### src/rtl/mbldcm_capture_pwm.sv
// PWM capture: synchronises iPwm and measures period and high time in iClock cycles.
// Results appear with a one-cycle oValid strobe pSyncStages+1 clocks after the closing rising edge.
module mbldcm_capture_pwm #(
   parameter int pCounterWidth = 32,
   parameter int pSyncStages   = 2
) (
   input  logic                     iClock,
   input  logic                     iReset_n,
   input  logic                     iPwm,
   input  logic                     iEnable,
   input  logic [pCounterWidth-1:0] iTimeout,
   output logic [pCounterWidth-1:0] oPeriod,
   output logic [pCounterWidth-1:0] oHighTime,
   output logic                     oValid,
   output logic                     oTimeout,
   output logic                     oLevel
);

   localparam logic [pCounterWidth-1:0] CntMax = '1;
   localparam logic [pCounterWidth-1:0] CntOne = {{(pCounterWidth-1){1'b0}}, 1'b1};

   typedef enum logic [1:0] {ARM, MEAS_HIGH, MEAS_LOW} state_t;

   state_t                   state_q, state_d;
   logic [pSyncStages-1:0]   sync_q;
   logic                     prev_q;
   logic [pCounterWidth-1:0] cnt_q, cnt_d;
   logic [pCounterWidth-1:0] high_q, high_d;
   logic [pCounterWidth-1:0] period_q, period_d;
   logic [pCounterWidth-1:0] hightime_q, hightime_d;
   logic                     valid_q, valid_d;
   logic                     timeout_q, timeout_d;
   logic                     level, rise, fall, tmo_hit;
   logic [pCounterWidth-1:0] cnt_inc;

   assign level   = sync_q[pSyncStages-1];
   assign rise    = level & ~prev_q;
   assign fall    = ~level & prev_q;
   // Counter sticks at all-ones so an over-long period reads as saturated, never wrapped.
   assign cnt_inc = (cnt_q == CntMax) ? cnt_q : cnt_q + CntOne;
   // An edge in the same cycle wins over the timeout.
   assign tmo_hit = (iTimeout != '0) && (cnt_q >= iTimeout) && !rise && !fall;

   always_ff @(posedge iClock or negedge iReset_n) begin
      if (!iReset_n) begin
         sync_q     <= '0;
         prev_q     <= 1'b0;
         state_q    <= ARM;
         cnt_q      <= '0;
         high_q     <= '0;
         period_q   <= '0;
         hightime_q <= '0;
         valid_q    <= 1'b0;
         timeout_q  <= 1'b0;
      end else begin
         sync_q     <= {sync_q[pSyncStages-2:0], iPwm};
         prev_q     <= level;
         state_q    <= state_d;
         cnt_q      <= cnt_d;
         high_q     <= high_d;
         period_q   <= period_d;
         hightime_q <= hightime_d;
         valid_q    <= valid_d;
         timeout_q  <= timeout_d;
      end
   end

   always_comb begin
      state_d    = state_q;
      cnt_d      = cnt_q;
      high_d     = high_q;
      period_d   = period_q;
      hightime_d = hightime_q;
      valid_d    = 1'b0;
      timeout_d  = timeout_q;
      if (!iEnable) begin
         state_d   = ARM;
         cnt_d     = '0;
         timeout_d = 1'b0;
      end else begin
         case (state_q)
            MEAS_HIGH: begin
               cnt_d = cnt_inc;
               if (fall) begin
                  high_d  = cnt_q;
                  state_d = MEAS_LOW;
               end else if (tmo_hit) begin
                  timeout_d = 1'b1;
                  state_d   = ARM;
                  cnt_d     = '0;
               end
            end
            MEAS_LOW: begin
               cnt_d = cnt_inc;
               if (rise) begin
                  period_d   = cnt_q;
                  hightime_d = high_q;
                  valid_d    = 1'b1;
                  timeout_d  = 1'b0;
                  cnt_d      = CntOne;
                  state_d    = MEAS_HIGH;
               end else if (tmo_hit) begin
                  timeout_d = 1'b1;
                  state_d   = ARM;
                  cnt_d     = '0;
               end
            end
            default: begin
               // First rise only arms; a full period must follow before any result.
               cnt_d = '0;
               if (rise) begin
                  state_d = MEAS_HIGH;
                  cnt_d   = CntOne;
               end
            end
         endcase
      end
   end

   assign oPeriod   = period_q;
   assign oHighTime = hightime_q;
   assign oValid    = valid_q;
   assign oTimeout  = timeout_q;
   assign oLevel    = level;

endmodule

### config.mk
export PLATFORM = sky130hd
export DESIGN_NAME = mbldcm_capture_pwm
export DESIGN_NICKNAME = d
export VERILOG_FILES = /design/src/rtl/mbldcm_capture_pwm.sv
export SDC_FILE = /design/constraint.sdc
export NUM_CORES = 1
export LEC_CHECK = 0
export ABC_AREA = 1
export BUFFER_PORTS_ARGS = -buffer_cell sky130_fd_sc_hd__buf_2
export CAP_MARGIN = 30
export CORE_AREA = 4 4 144 146
export CTS_CLUSTER_DIAMETER = 60
export DETAILED_ROUTE_END_ITERATION = 10
export DIE_AREA = 0 0 148 150
export GPL_TIMING_DRIVEN = 0
export MAX_ROUTING_LAYER = met4
export PLACE_DENSITY = 0.58
export SLEW_MARGIN = 20
export SYNTH_ARGS = -nofsm -noshare
export SYNTH_HDL_FRONTEND = slang
export SYNTH_SLANG_ARGS = --single-unit
export TNS_END_PERCENT = 10
### constraint.sdc
create_clock -name iClock -period 2.2 [get_ports iClock]
set_input_delay 0.44 -clock iClock [delete_from_list [all_inputs] [get_ports iClock]]
set_output_delay 0.44 -clock iClock [all_outputs]
set_load 0.01 [all_outputs]
; After elaboration in Yosys (flattened, before gate mapping)
; Index checks and enable logic that the tools add are counted.
[classes]
reduce_logical = 9
n_lt_le_gt_ge = 1
muxes = 21
n_eq_ne = 6
n_bitwise = 4
n_addsub = 1
[ops]
columns = operator, count
row1 = $mux 32, 5
row2 = $pmux 32 s2, 1
row3 = $add 32x1->32 const B, 1
row4 = $eq 32x32->1 const B, 1
row5 = $ge 32x32->1, 1
row6 = $reduce_bool 32->1, 1
row7 = $mux 2, 5
row8 = $mux 1, 8
row9 = $reduce_and 3->1, 2
row10 = $ne 4x1->1 const B, 1
row11 = $pmux 2 s2, 1
row12 = $logic_and 1x1->1, 3
row13 = $ne 3x1->1 const B, 1
row14 = $ne 3x3->1 const B, 1
row15 = $and 1x1->1, 2
row16 = $eq 2x1->1 const B, 1
row17 = $eq 2x2->1 const B, 1
row18 = $logic_not 1->1, 2
row19 = $not 1->1, 2
row20 = $pmux 1 s2, 1
row21 = $reduce_and 2->1, 1
[totals]
reg_bits = 135
in_bits = 36

; Logic depth before layout (Yosys ltp)
; Gate-level depths: netlist (run 1).
[logic_depth]
word_depth = 9
ltp_mapped = 18
mapped_depth_nobuf = 18

; Worst setup path before layout (run 1)
; Ideal clock, no wire load.
[synth_timing]
kind = input-to-reg
startpoint = input port iTimeout[15]
endpoint = register cnt_q[10]
t_arrival_ps = 1825
setup_slack_ps = 253
stages = 14
path_cell_list = inv_1 ha_1 nand2_1 nor2_1 nand2_1 nor2_1 nor2_1 nand2_1 nand2_1 nand2_1 nand2_1 nand2_1 buf_2 nor2_1
[synth_between]
elab_chain_cells = 8
[synth_lines]
columns = element, line_no
row1 = start: declaration, 11  ; input logic [pCounterWidth-1:0] iTimeout,
row2 = $ge 32x32->1 or $reduce_bool 32->1 (tied branches), 42  ; assign tmo_hit = (iTimeout != '0) && (cnt_q >= iTimeout) && !rise && !fall;
row3 = $logic_and 1x1->1 * (3 in a row), 42
row4 = $mux 32 *, "87, 102"
row5 = $mux 32 (on tied branches), "95, 84"
row6 = $pmux 32 s2 *, 81  ; case (state_q)
row7 = $mux 32 *, 76  ; if (!iEnable) begin
row8 = net cnt_d[10], 27  ; logic [pCounterWidth-1:0] cnt_q, cnt_d;
row9 = end signal: assignment, 59  ; cnt_q <= cnt_d;
row10 = end: declaration, 27
; Mark *: on every way through the listed nets, which the timed path passes. The rest lies on a longest branch.
; A chain may end at the register's enable or synchronous reset.

; Final worst setup path (run 1)
[layout_timing]
startpoint = register state_q[0]
endpoint = register period_q[27], in the netlist oPeriod[27]
[layout_between]
elab_chain_cells = 2
[layout_lines]
columns = element, line_no
row1 = start: declaration, 24  ; state_t state_q, state_d;
row2 = start signal: assignment, 58  ; state_q <= state_d;
row3 = $eq 2x2->1, 81
row4 = $reduce_and 3->1 (no source line), --
row5 = end signal: assignment, 61  ; period_q <= period_d;
row6 = end: declaration, 29  ; logic [pCounterWidth-1:0] period_q, period_d;
; Every way passes these cells.

==> results.json, run 1 <==
{
  "endpoint_kind": "register",
  "route.detailed.drc": 0,
  "drv_slew": 0,
  "antenna_found_initial": 0,
  "portBuffers": 102,
  "p_leak_nw": 4.31,
  "synthCells": 838,
  "slowest_delay_ps": 410,
  "status": "finished clean",
  "slew_headroom_pct": 66.1,
  "finalPower_w": 0.00602,
  "wirelength_mm": 18.1,
  "wl_per_cell_um": 14.5,
  "hold_path_class": "in2reg",
  "cts.sinks": 135,
  "tritoncts": "done",
  "timing.critical_path.buf_inv": 6,
  "clock_path_buffers": 2,
  "cts_buffers": 17,
  "fill_cells": 2037,
  "antennaDiodeCount": 0,
  "hpwl_mm": 13.6,
  "viasPerCell": 4.59,
  "syn-num-nets": 909,
  "max_freq_mhz": 485,
  "synth_area_per_cell_um2": 8.04,
  "final_cell_mix": "266 x nand2_1, 123 x dfrtp_1, 103 x buf_2, 95 x inv_1, 75 x nor2_1",
  "drive_gt1_share_pct": 20.3,
  "seq_area_frac_synth_pct": 50.1,
  "yosys_warnings": 0,
  "synth-seq-cells": 135,
  "io-pin-count": 103,
  "worst_slack_ps": 137,
  "final.min_clock_period_ps": 2060,
  "worst_slew_pin_slew_ps": 509,
  "start_util_pct": 34.7,
  "worstPathArrival_ps": 2350,
  "ctsHtreeMaxLevel": 4,
  "drtIter0Drc": 289,
  "yosysUniqueCellTypes": 35,
  "vias": 5718,
  "gp_congestion": 0.895,
  "area_growth_pct": 25.0,
  "clock_latency_ps": 420,
  "final_common_cell": "nand2_1",
  "gr-total-overflow": 0,
  "antenna_left": 0,
  "critical_path_required_ps": 2480,
  "vdd_drop_max_mv": 0.532,
  "finalHoldViolations": 0,
  "cp-start-kind": "register",
  "cp_top_family": "buffers and inverters",
  "grt_pass1_wl_mm": 29.3,
  "path_clk_slew_ps": 60,
  "rsz0062_at_grt": "yes",
  "cap_viol_max_count": 0,
  "coreArea_um2": 19400,
  "finClkSkew_ps": 8.05,
  "std_cell_rows": 51,
  "grt_usage_pct": 17.3,
  "pre_cts_ws_ps": -370,
  "fp.dieW_um": 148,
  "crit_fanout": 10,
  "drt-pass1-iter-count": 5,
  "min_period_over_period_pct": 93.8,
  "critPathSlowestCell": "dfrtp_1",
  "power.density_nw_per_um2": 714,
  "grt_pass1_vias": 5619,
  "synth.cell_area_um2": 6740,
  "num-nets-final": 1038,
  "root_buffer": "clkbuf_16",
  "path_cells": "inv_1 > ha_1 > inv_1 > nor2_1 > inv_2 > nor2_4 > inv_2 > buf_2 > buf_2 > nand2_1 > o21ai_0",
  "path_class": "reg2reg",
  "dieArea_um2": 22200,
  "die_h_um": 150,
  "setup_viol": 0,
  "grt_max_degree": 86
}
[worst reg2reg max path: cells and delay by family, from the launching register on]
| family | cells | cell delay [ps] |
|---|---|---|
| simple gates | 3 | 500 |
| fa+ha+maj | 1 | 160 |
| compound gates | 1 | 70 |
| buf+inv | 6 | 800 |
| flops | 1 | 410 |
[kinds of logic after synthesis]
| logic type | Yosys count | share of synthesized area (%) |
|---|---|---|
| AND/OR/NAND/NOR | 430 | 27.1 |
| XOR/XNOR | 7 | 0.910 |
| adder cells (fa/ha/maj) | 35 | 6.50 |
| flip-flops | 135 | 50.1 |
| buffers and inverters | 127 | 7.17 |
| AO/OA/AOI/OAI | 104 | 8.15 |
[per-layer routing]
layer / track usage [%] / part of all wire [%] / vias up
met5: - / 0 / -
met4: 4.62 / 1.1 / 0
met3: 3.18 / 3.7 / 16
met2: 26.3 / 45 / 119
met1: 24.0 / 50 / 2644
li1: - / - / 2939
[power by group]
group | internal, W | switching, W | total, W
Combinational | 0.000107 | 0.000191 | 0.000298
Clock | 0.00208 | 0.00108 | 0.00316
Sequential | 0.00253 | 0.0000293 | 0.00256
Total | 0.00471 | 0.00130 | 0.00602
[final cells by class]
cell class | instances | area, um^2 | share of cell area (%)
multi-input combinational | 576 | 2940 | 34.9
tap | 265 | 332 | 3.94
buffer | 22 | 100 | 1.19
clock inverter | 11 | 195 | 2.32
timing repair buffer | 110 | 603 | 7.16
sequential | 135 | 3390 | 40.3
inverter | 105 | 398 | 4.72
clock buffer | 21 | 460 | 5.47
[path summary, 6_finish.rpt]
| kind | from | to | slack, ps | cells past startpoint |
|---|---|---|---|---|
| worst min-delay path | iPwm | sync_q[0]$_DFF_PN0_ | 120 | 1 |
| max in group asynchronous | iReset_n | cnt_q[7]$_DFF_PN0_ | 910 | 3 |
| worst min register to register | sync_q[0]$_DFF_PN0_ | sync_q[1]$_DFF_PN0_ | 360 | 0 |
| min in group asynchronous | iReset_n | oValid$_DFF_PN0_ | 530 | 2 |
| worst max-delay path | state_q[0]$_DFFE_PN0P_ | oPeriod[27]$_DFFE_PN0P_ | 140 | 11 |
| worst max register to register | state_q[0]$_DFFE_PN0P_ | oPeriod[27]$_DFFE_PN0P_ | 140 | 11 |
[synthesized netlist by cell type]
library cell / instances / share of area [%]
a211oi_1: 1 / 0.11
nand3b_2: 1 / 0.17
xor2_1: 7 / 0.91
nand4_4: 1 / 0.32
o211ai_2: 1 / 0.19
nor3_1: 20 / 1.5
nand4_1: 18 / 1.7
clkinv_1: 1 / 0.056
ha_1: 35 / 6.5
nand3_1: 20 / 1.5
nor2_1: 79 / 4.4
o21ai_1: 4 / 0.30
o31ai_1: 1 / 0.11
nand2_2: 4 / 0.37
nor2_4: 1 / 0.17
nand2_1: 269 / 15
clkbuf_1: 15 / 0.84
a31o_2: 1 / 0.13
nor4_1: 4 / 0.37
o21a_1: 1 / 0.11
dfrtp_1: 135 / 50
nor2_8: 1 / 0.30
nand4_2: 1 / 0.19
buf_2: 2 / 0.15
a21oi_1: 21 / 1.6
inv_2: 7 / 0.39
a21o_1: 2 / 0.22
a31oi_1: 2 / 0.19
nor3_2: 4 / 0.59
inv_1: 97 / 5.4
o211ai_1: 1 / 0.11
o21ai_0: 69 / 5.1
buf_1: 4 / 0.22
nor2_2: 7 / 0.65
buf_4: 1 / 0.11
[sequential cells by signal (all words and copies together) (netlist names)]
name       count
cnt_q         32
high_q        32
oHighTime     32
oPeriod       32
state_q        2
sync_q         2
oTimeout       1
oValid         1
prev_q         1
[repair_timing]
item	4_1_cts	5_1_grt
pin swaps	1	4
hold endpoints to repair	50	0
hold buffers	1	0
setup endpoints to repair	69	74
resized for setup	7	29
setup buffers	1	5
[metrics by stage]
step / hold WS (ps) / cell area, um^2 / cells / setup TNS, ps / utilization, %
2_1_floorplan: 144 / 6740 / 838 / 0 / -
3_3_place_gp: 334 / 7580 / 1205 / -180140 / 39.1
3_5_place_dp: 343 / 7620 / 1206 / -12220 / 39.3
4_1_cts: 107 / 8310 / 1240 / 0 / 42.8
5_1_grt: 115 / 8420 / 1245 / -17.2 / 43.4
6_report: 122 / 8420 / 1245 / 0 / 43.4
Power figures use the tool's default switching activity.
==> run 2, diff against run 1 <==
--- a/config.mk
+++ b/config.mk
@@ -9,6 +9,7 @@
 export BUFFER_PORTS_ARGS = -buffer_cell sky130_fd_sc_hd__buf_2
 export CAP_MARGIN = 30
 export CORE_AREA = 4 4 144 146
+export CTS_BUF_LIST = sky130_fd_sc_hd__clkbuf_16
 export CTS_CLUSTER_DIAMETER = 60
 export DETAILED_ROUTE_END_ITERATION = 10
 export DIE_AREA = 0 0 148 150
==> results.json, run 2 (synthesized netlist as in run 1, its figures left out) <==
{
  "ctsHtreeMaxLevel": 4,
  "grt_pass1_wl_mm": 29.4,
  "vias": 5764,
  "cap_viol_max_count": 0,
  "fin_setup_tns_ps": 0,
  "whs_ps": 120,
  "wl_per_cell_um": 14.5,
  "drt-pass1-iter-count": 5,
  "portBuffers": 102,
  "r2r_slack_ps": 110,
  "fp.dieW_um": 148,
  "critical_path_required_ps": 2520,
  "critical_path_depth": 11,
  "antenna_found_initial": 0,
  "clockPowerShare_pct": 51.9,
  "area_growth_pct": 25.0,
  "num-nets-final": 1042,
  "die_h_um": 150,
  "coreArea_um2": 19400,
  "timing.critical_path.buf_inv": 2,
  "viasPerCell": 4.61,
  "gp_congestion": 0.895,
  "rsz0062_at_grt": "yes",
  "start_util_pct": 34.7,
  "clock_latency_ps": 420,
  "finalHoldViolations": 0,
  "final.min_clock_period_ps": 2090,
  "vdd_drop_max_mv": 0.534,
  "crit_end": "cnt_q[11]$_DFF_PN0_",
  "power.density_nw_per_um2": 704,
  "power.internal_w": 0.00463,
  "grt_usage_pct": 17.3,
  "drtIter0Drc": 321,
  "path_clk_slew_ps": 60,
  "r2r_end": "cnt_q[11]$_DFF_PN0_",
  "wirelength_mm": 18.1,
  "critPathSlowestCell": "dfrtp_2",
  "dieArea_um2": 22200,
  "route.detailed.drc": 0,
  "io-pin-count": 103,
  "final_common_cell": "nand2_1",
  "cts_buffers": 17,
  "clock_path_buffers": 2,
  "drive_gt1_share_pct": 20.5,
  "rr_worst_depth": 11,
  "status": "finished clean",
  "grt_pass1_vias": 5620,
  "worstSetupStartpoint": "cnt_q[10]$_DFF_PN0_",
  "crit_top_cell": "nand2_1",
  "endpoint_kind": "register",
  "tritoncts": "done",
  "path_class": "reg2reg",
  "p_switching_w": 0.00130,
  "worstPathArrival_ps": 2410,
  "path_cells": "buf_4 > nand2_1 > inv_1 > nand2_1 > nor2_8 > nand4_4 > nand2_2 > nor3_1 > nand3_1 > nand2_1 > nor2_1",
  "setup_viol": 0,
  "comb_power_share_pct": 5.0,
  "final_cell_mix": "265 x nand2_1, 123 x dfrtp_1, 103 x buf_2, 97 x inv_1, 76 x nor2_1",
  "crit_fanout": 10,
  "hpwl_mm": 13.6,
  "slowest_delay_ps": 450,
  "antennaDiodeCount": 0,
  "timing.rr.start": "cnt_q[10]$_DFF_PN0_",
  "cp-start-kind": "register",
  "antenna_left": 0,
  "switching_share_pct": 21.9,
  "cts.sinks": 135,
  "drv_slew": 0,
  "worst_slew_pin_slew_ps": 499,
  "root_buffer": "clkbuf_16",
  "max_freq_mhz": 477,
  "pwr-share-seq_pct": 43.1,
  "std_cell_rows": 51,
  "min_period_over_period_pct": 95.2,
  "finClkSkew_ps": 8.05,
  "cp_top_family": "simple AND/OR/NAND/NOR gates",
  "slew_headroom_pct": 66.8,
  "p_leak_nw": 4.32,
  "gr-total-overflow": 0,
  "grt_max_degree": 86,
  "hold_path_class": "in2reg"
}
==> run 2: changes by cell type in the layout (fill, tap and decap cells not counted), moves of 2 or more <==
cell,before,now
buf_4,7,12
clkbuf_1,16,14
clkbuf_8,2,0
clkinv_1,1,3
inv_1,95,97
nor3_1,19,17
nor3_2,5,7
==> run 2: layout make-up <==
class	instances	area, um^2
timing repair buffer	114	633
sequential	135	3390
clock inverter	15	210
tap	265	332
inverter	105	398
buffer	22	96.3
clock buffer	17	425
multi-input combinational	576	2940
fill	2042	11000
==> run 2: layer usage <==
| metal | up-vias | part of all wire, % | GRT usage [%] |
|---|---|---|---|
| met3 | 19 | 4.6 | 3.18 |
| met5 | - | 0 | - |
| met1 | 2669 | 49 | 24.0 |
| met2 | 137 | 45 | 26.3 |
| li1 | 2939 | - | - |
| met4 | 0 | 1.2 | 4.62 |
==> run 2: metrics by stage <==
step                      cells  util [%]  setup slack, ps  cell area [um^2]  power [W]
after floorplan             838         -              253              6740    0.00273
after global placement     1205      39.1            -1250              7580    0.00289
after detailed placement   1206      39.3             -370              7620    0.00290
after CTS                  1240      42.7             16.5              8290    0.00599
after global routing       1249      43.4            -20.6              8430    0.00616
final                      1249      43.4              106              8430    0.00593
==> run 2: worst reg2reg max path, delay by kind of cell, from the launching register on <==
kind,cells,cell delay (ps)
flops,1,450
simple gates,9,1320
buf+inv,2,230
==> run 2: what timing repair did <==
action | 4_1_cts | 5_1_grt
buffers inserted | 1 | 9
setup endpoints to repair | 69 | 74
pin swaps | 1 | 3
gates resized for setup | 7 | 29
hold buffers | 1 | 0
hold endpoints to repair | 50 | 0
==> run 2: how the worst min path moves through the flow <==
stage                              startpoint                  end  slack, ps  cells after the start
after floorplan                      iReset_n   cnt_q[0]$_DFF_PN0_        140                      0
after global placement    sync_q[0]$_DFF_PN0_  sync_q[1]$_DFF_PN0_        330                      0
after detailed placement  sync_q[0]$_DFF_PN0_  sync_q[1]$_DFF_PN0_        340                      0
after CTS                                iPwm  sync_q[0]$_DFF_PN0_        110                      1
after global routing                     iPwm  sync_q[0]$_DFF_PN0_        120                      1
final                                    iPwm  sync_q[0]$_DFF_PN0_        120                      1
==> run 2: power groups by stage <==
stage	Clock [W]	Combinational, W	Sequential [W]
6_report	0.00308	0.000297	0.00256
5_1_grt	0.00325	0.000345	0.00256
4_1_cts	0.00313	0.000303	0.00256
3_5_place_dp	0	0.000299	0.00260
3_3_place_gp	0	0.000287	0.00260
2_1_floorplan	0	0.000110	0.00262
==> run 3, diff against run 2 <==
--- a/config.mk
+++ b/config.mk
@@ -6,16 +6,16 @@
 export NUM_CORES = 1
 export LEC_CHECK = 0
 export ABC_AREA = 1
-export BUFFER_PORTS_ARGS = -buffer_cell sky130_fd_sc_hd__buf_2
 export CAP_MARGIN = 30
 export CORE_AREA = 4 4 144 146
 export CTS_BUF_LIST = sky130_fd_sc_hd__clkbuf_16
 export CTS_CLUSTER_DIAMETER = 60
 export DETAILED_ROUTE_END_ITERATION = 10
 export DIE_AREA = 0 0 148 150
+export DONT_BUFFER_PORTS = 1
 export GPL_TIMING_DRIVEN = 0
 export MAX_ROUTING_LAYER = met4
-export PLACE_DENSITY = 0.58
+export PLACE_DENSITY = 0.54
 export SLEW_MARGIN = 20
 export SYNTH_ARGS = -nofsm -noshare
 export SYNTH_HDL_FRONTEND = slang
==> results.json, run 3 (synthesized netlist as in run 1, its figures left out) <==
{
  "grt_pass1_wl_mm": 29.4,
  "io-pin-count": 103,
  "gr-total-overflow": 0,
  "finalHoldViolations": 135,
  "worst_slew_pin_slew_ps": 495,
  "final.min_clock_period_ps": 2080,
  "hold_path_class": "in2async",
  "coreArea_um2": 19400,
  "viasPerCell": 4.80,
  "max_freq_mhz": 480,
  "drtIter0Drc": 366,
  "cts_buffers": 17,
  "pre_cts_ws_ps": -373,
  "finalPower_w": 0.00547,
  "final_cell_mix": "267 x nand2_1, 129 x dfrtp_1, 98 x inv_1, 77 x nor2_1, 69 x o21ai_0",
  "tritoncts": "done",
  "gp_congestion": 0.882,
  "hpwl_mm": 13.6,
  "cts.sinks": 135,
  "rr_worst_depth": 14,
  "ctsHtreeMaxLevel": 4,
  "portBuffers": 0,
  "finClkSkew_ps": 8.08,
  "cap_viol_max_count": 0,
  "antenna_found_initial": 0,
  "area_growth_pct": 14.3,
  "drt-pass1-iter-count": 5,
  "power.density_nw_per_um2": 710,
  "drive_gt1_share_pct": 8.71,
  "crit_fanout": 6,
  "rsz0062_at_grt": "yes",
  "final_common_cell": "nand2_1",
  "fp.dieW_um": 148,
  "setup_viol": 0,
  "wl_per_cell_um": 16.0,
  "cp-start-kind": "register",
  "grt_pass1_vias": 5420,
  "antennaDiodeCount": 0,
  "clock_path_buffers": 2,
  "violations": "negative hold slack",
  "route.detailed.drc": 0,
  "status": "finished with violations",
  "path_clk_slew_ps": 60,
  "vias": 5468,
  "min_period_over_period_pct": 94.7,
  "std_cell_rows": 51,
  "critical_path_required_ps": 2500,
  "worst_slack_ps": 118,
  "antenna_left": 0,
  "start_util_pct": 34.7,
  "grt_max_degree": 136,
  "path_class": "reg2reg",
  "root_buffer": "clkbuf_16",
  "die_h_um": 150,
  "drv_slew": 0,
  "wirelength_mm": 18.2,
  "p_leak_nw": 3.78,
  "endpoint_kind": "register",
  "dieArea_um2": 22200,
  "num-nets-final": 931,
  "whs_ps": -285,
  "worstPathArrival_ps": 2380,
  "slew_headroom_pct": 67.0,
  "fin_setup_tns_ps": 0,
  "grt_usage_pct": 17.6,
  "clock_latency_ps": 420,
  "vdd_drop_max_mv": 0.518
}
run 3: changes by cell type in the layout (fill, tap and decap cells not counted), moves of 2 or more:
| cell | change |
|---|---|
| nor3_1 | +3 |
| bufinv_16 | -3 |
| dfrtp_2 | -6 |
| buf_1 | +2 |
| nand2_2 | -2 |
| buf_2 | -102 |
| buf_4 | -9 |
| nand2_1 | +2 |
| nor3_2 | -3 |
| buf_6 | +2 |
| dfrtp_1 | +6 |
run 3: final timing paths:
kind                                                 to           startpoint  slack [ps]
worst min register to register      sync_q[1]$_DFF_PN0_  sync_q[0]$_DFF_PN0_         350
worst max register to register      cnt_q[21]$_DFF_PN0_  cnt_q[14]$_DFF_PN0_         120
min in group iClock                 sync_q[0]$_DFF_PN0_                 iPwm          40
worst min-delay path                sync_q[0]$_DFF_PN0_             iReset_n        -290
worst max-delay path                cnt_q[21]$_DFF_PN0_  cnt_q[14]$_DFF_PN0_         120
max in group asynchronous       oPeriod[26]$_DFFE_PN0P_             iReset_n        2240
run 3: layout make-up:
type | instances | area, um^2
fillers | 2033 | 11700
flip-flops and latches | 135 | 3390
multi-input cells | 576 | 2900
clock buffers | 17 | 425
inverters | 105 | 394
well taps | 265 | 332
clock inverters | 15 | 140
plain buffers | 22 | 101
repair buffers | 3 | 22.5
run 3: power breakdown:
group          switching [W]  internal (W)
Combinational      0.0000940     0.0000512
Clock                0.00109       0.00165
Sequential         0.0000605       0.00253
Total                0.00124       0.00423
run 3: repair_timing:
| item | 4_1_cts | 5_1_grt |
|---|---|---|
| buffers inserted | 3 | 0 |
| hold endpoints to repair | 135 | 135 |
| pin swaps | 2 | 0 |
| gates resized for setup | 7 | 13 |
| setup endpoints to repair | 79 | 70 |
run 3: worst max-delay path, stage by stage (launching register included):
cell and delay [ps]:
dfrtp_1 440, ha_1 310, nand2_1 70, nor2_2 150, nand2_1 80, nor2_1 110, nor2_1 50, nand2_1 80
nand2_1 50, nand2_1 110, nand2_4 90, nand2_4 140, inv_1 140, nand2_1 90, nor2_1 40
run 3: through the flow:
stage	utilization, %	std cells	cell area [um^2]
global placement	36.4	1103	7070
floorplan	-	838	6740
global route	39.7	1138	7700
detailed placement	36.4	1103	7070
CTS	39.6	1138	7680
finish	39.7	1138	7700
run 3: routing by layer:
metal | share of wire (%) | track usage (%) | vias up | wire length [um]
met2 | 44 | 25.9 | 135 | 8040
met1 | 48 | 23.4 | 2579 | 8670
li1 | - | - | 2726 | -
met5 | 0 | - | - | 0
met3 | 5.8 | 4.88 | 28 | 1050
met4 | 2.3 | 6.00 | 0 | 410
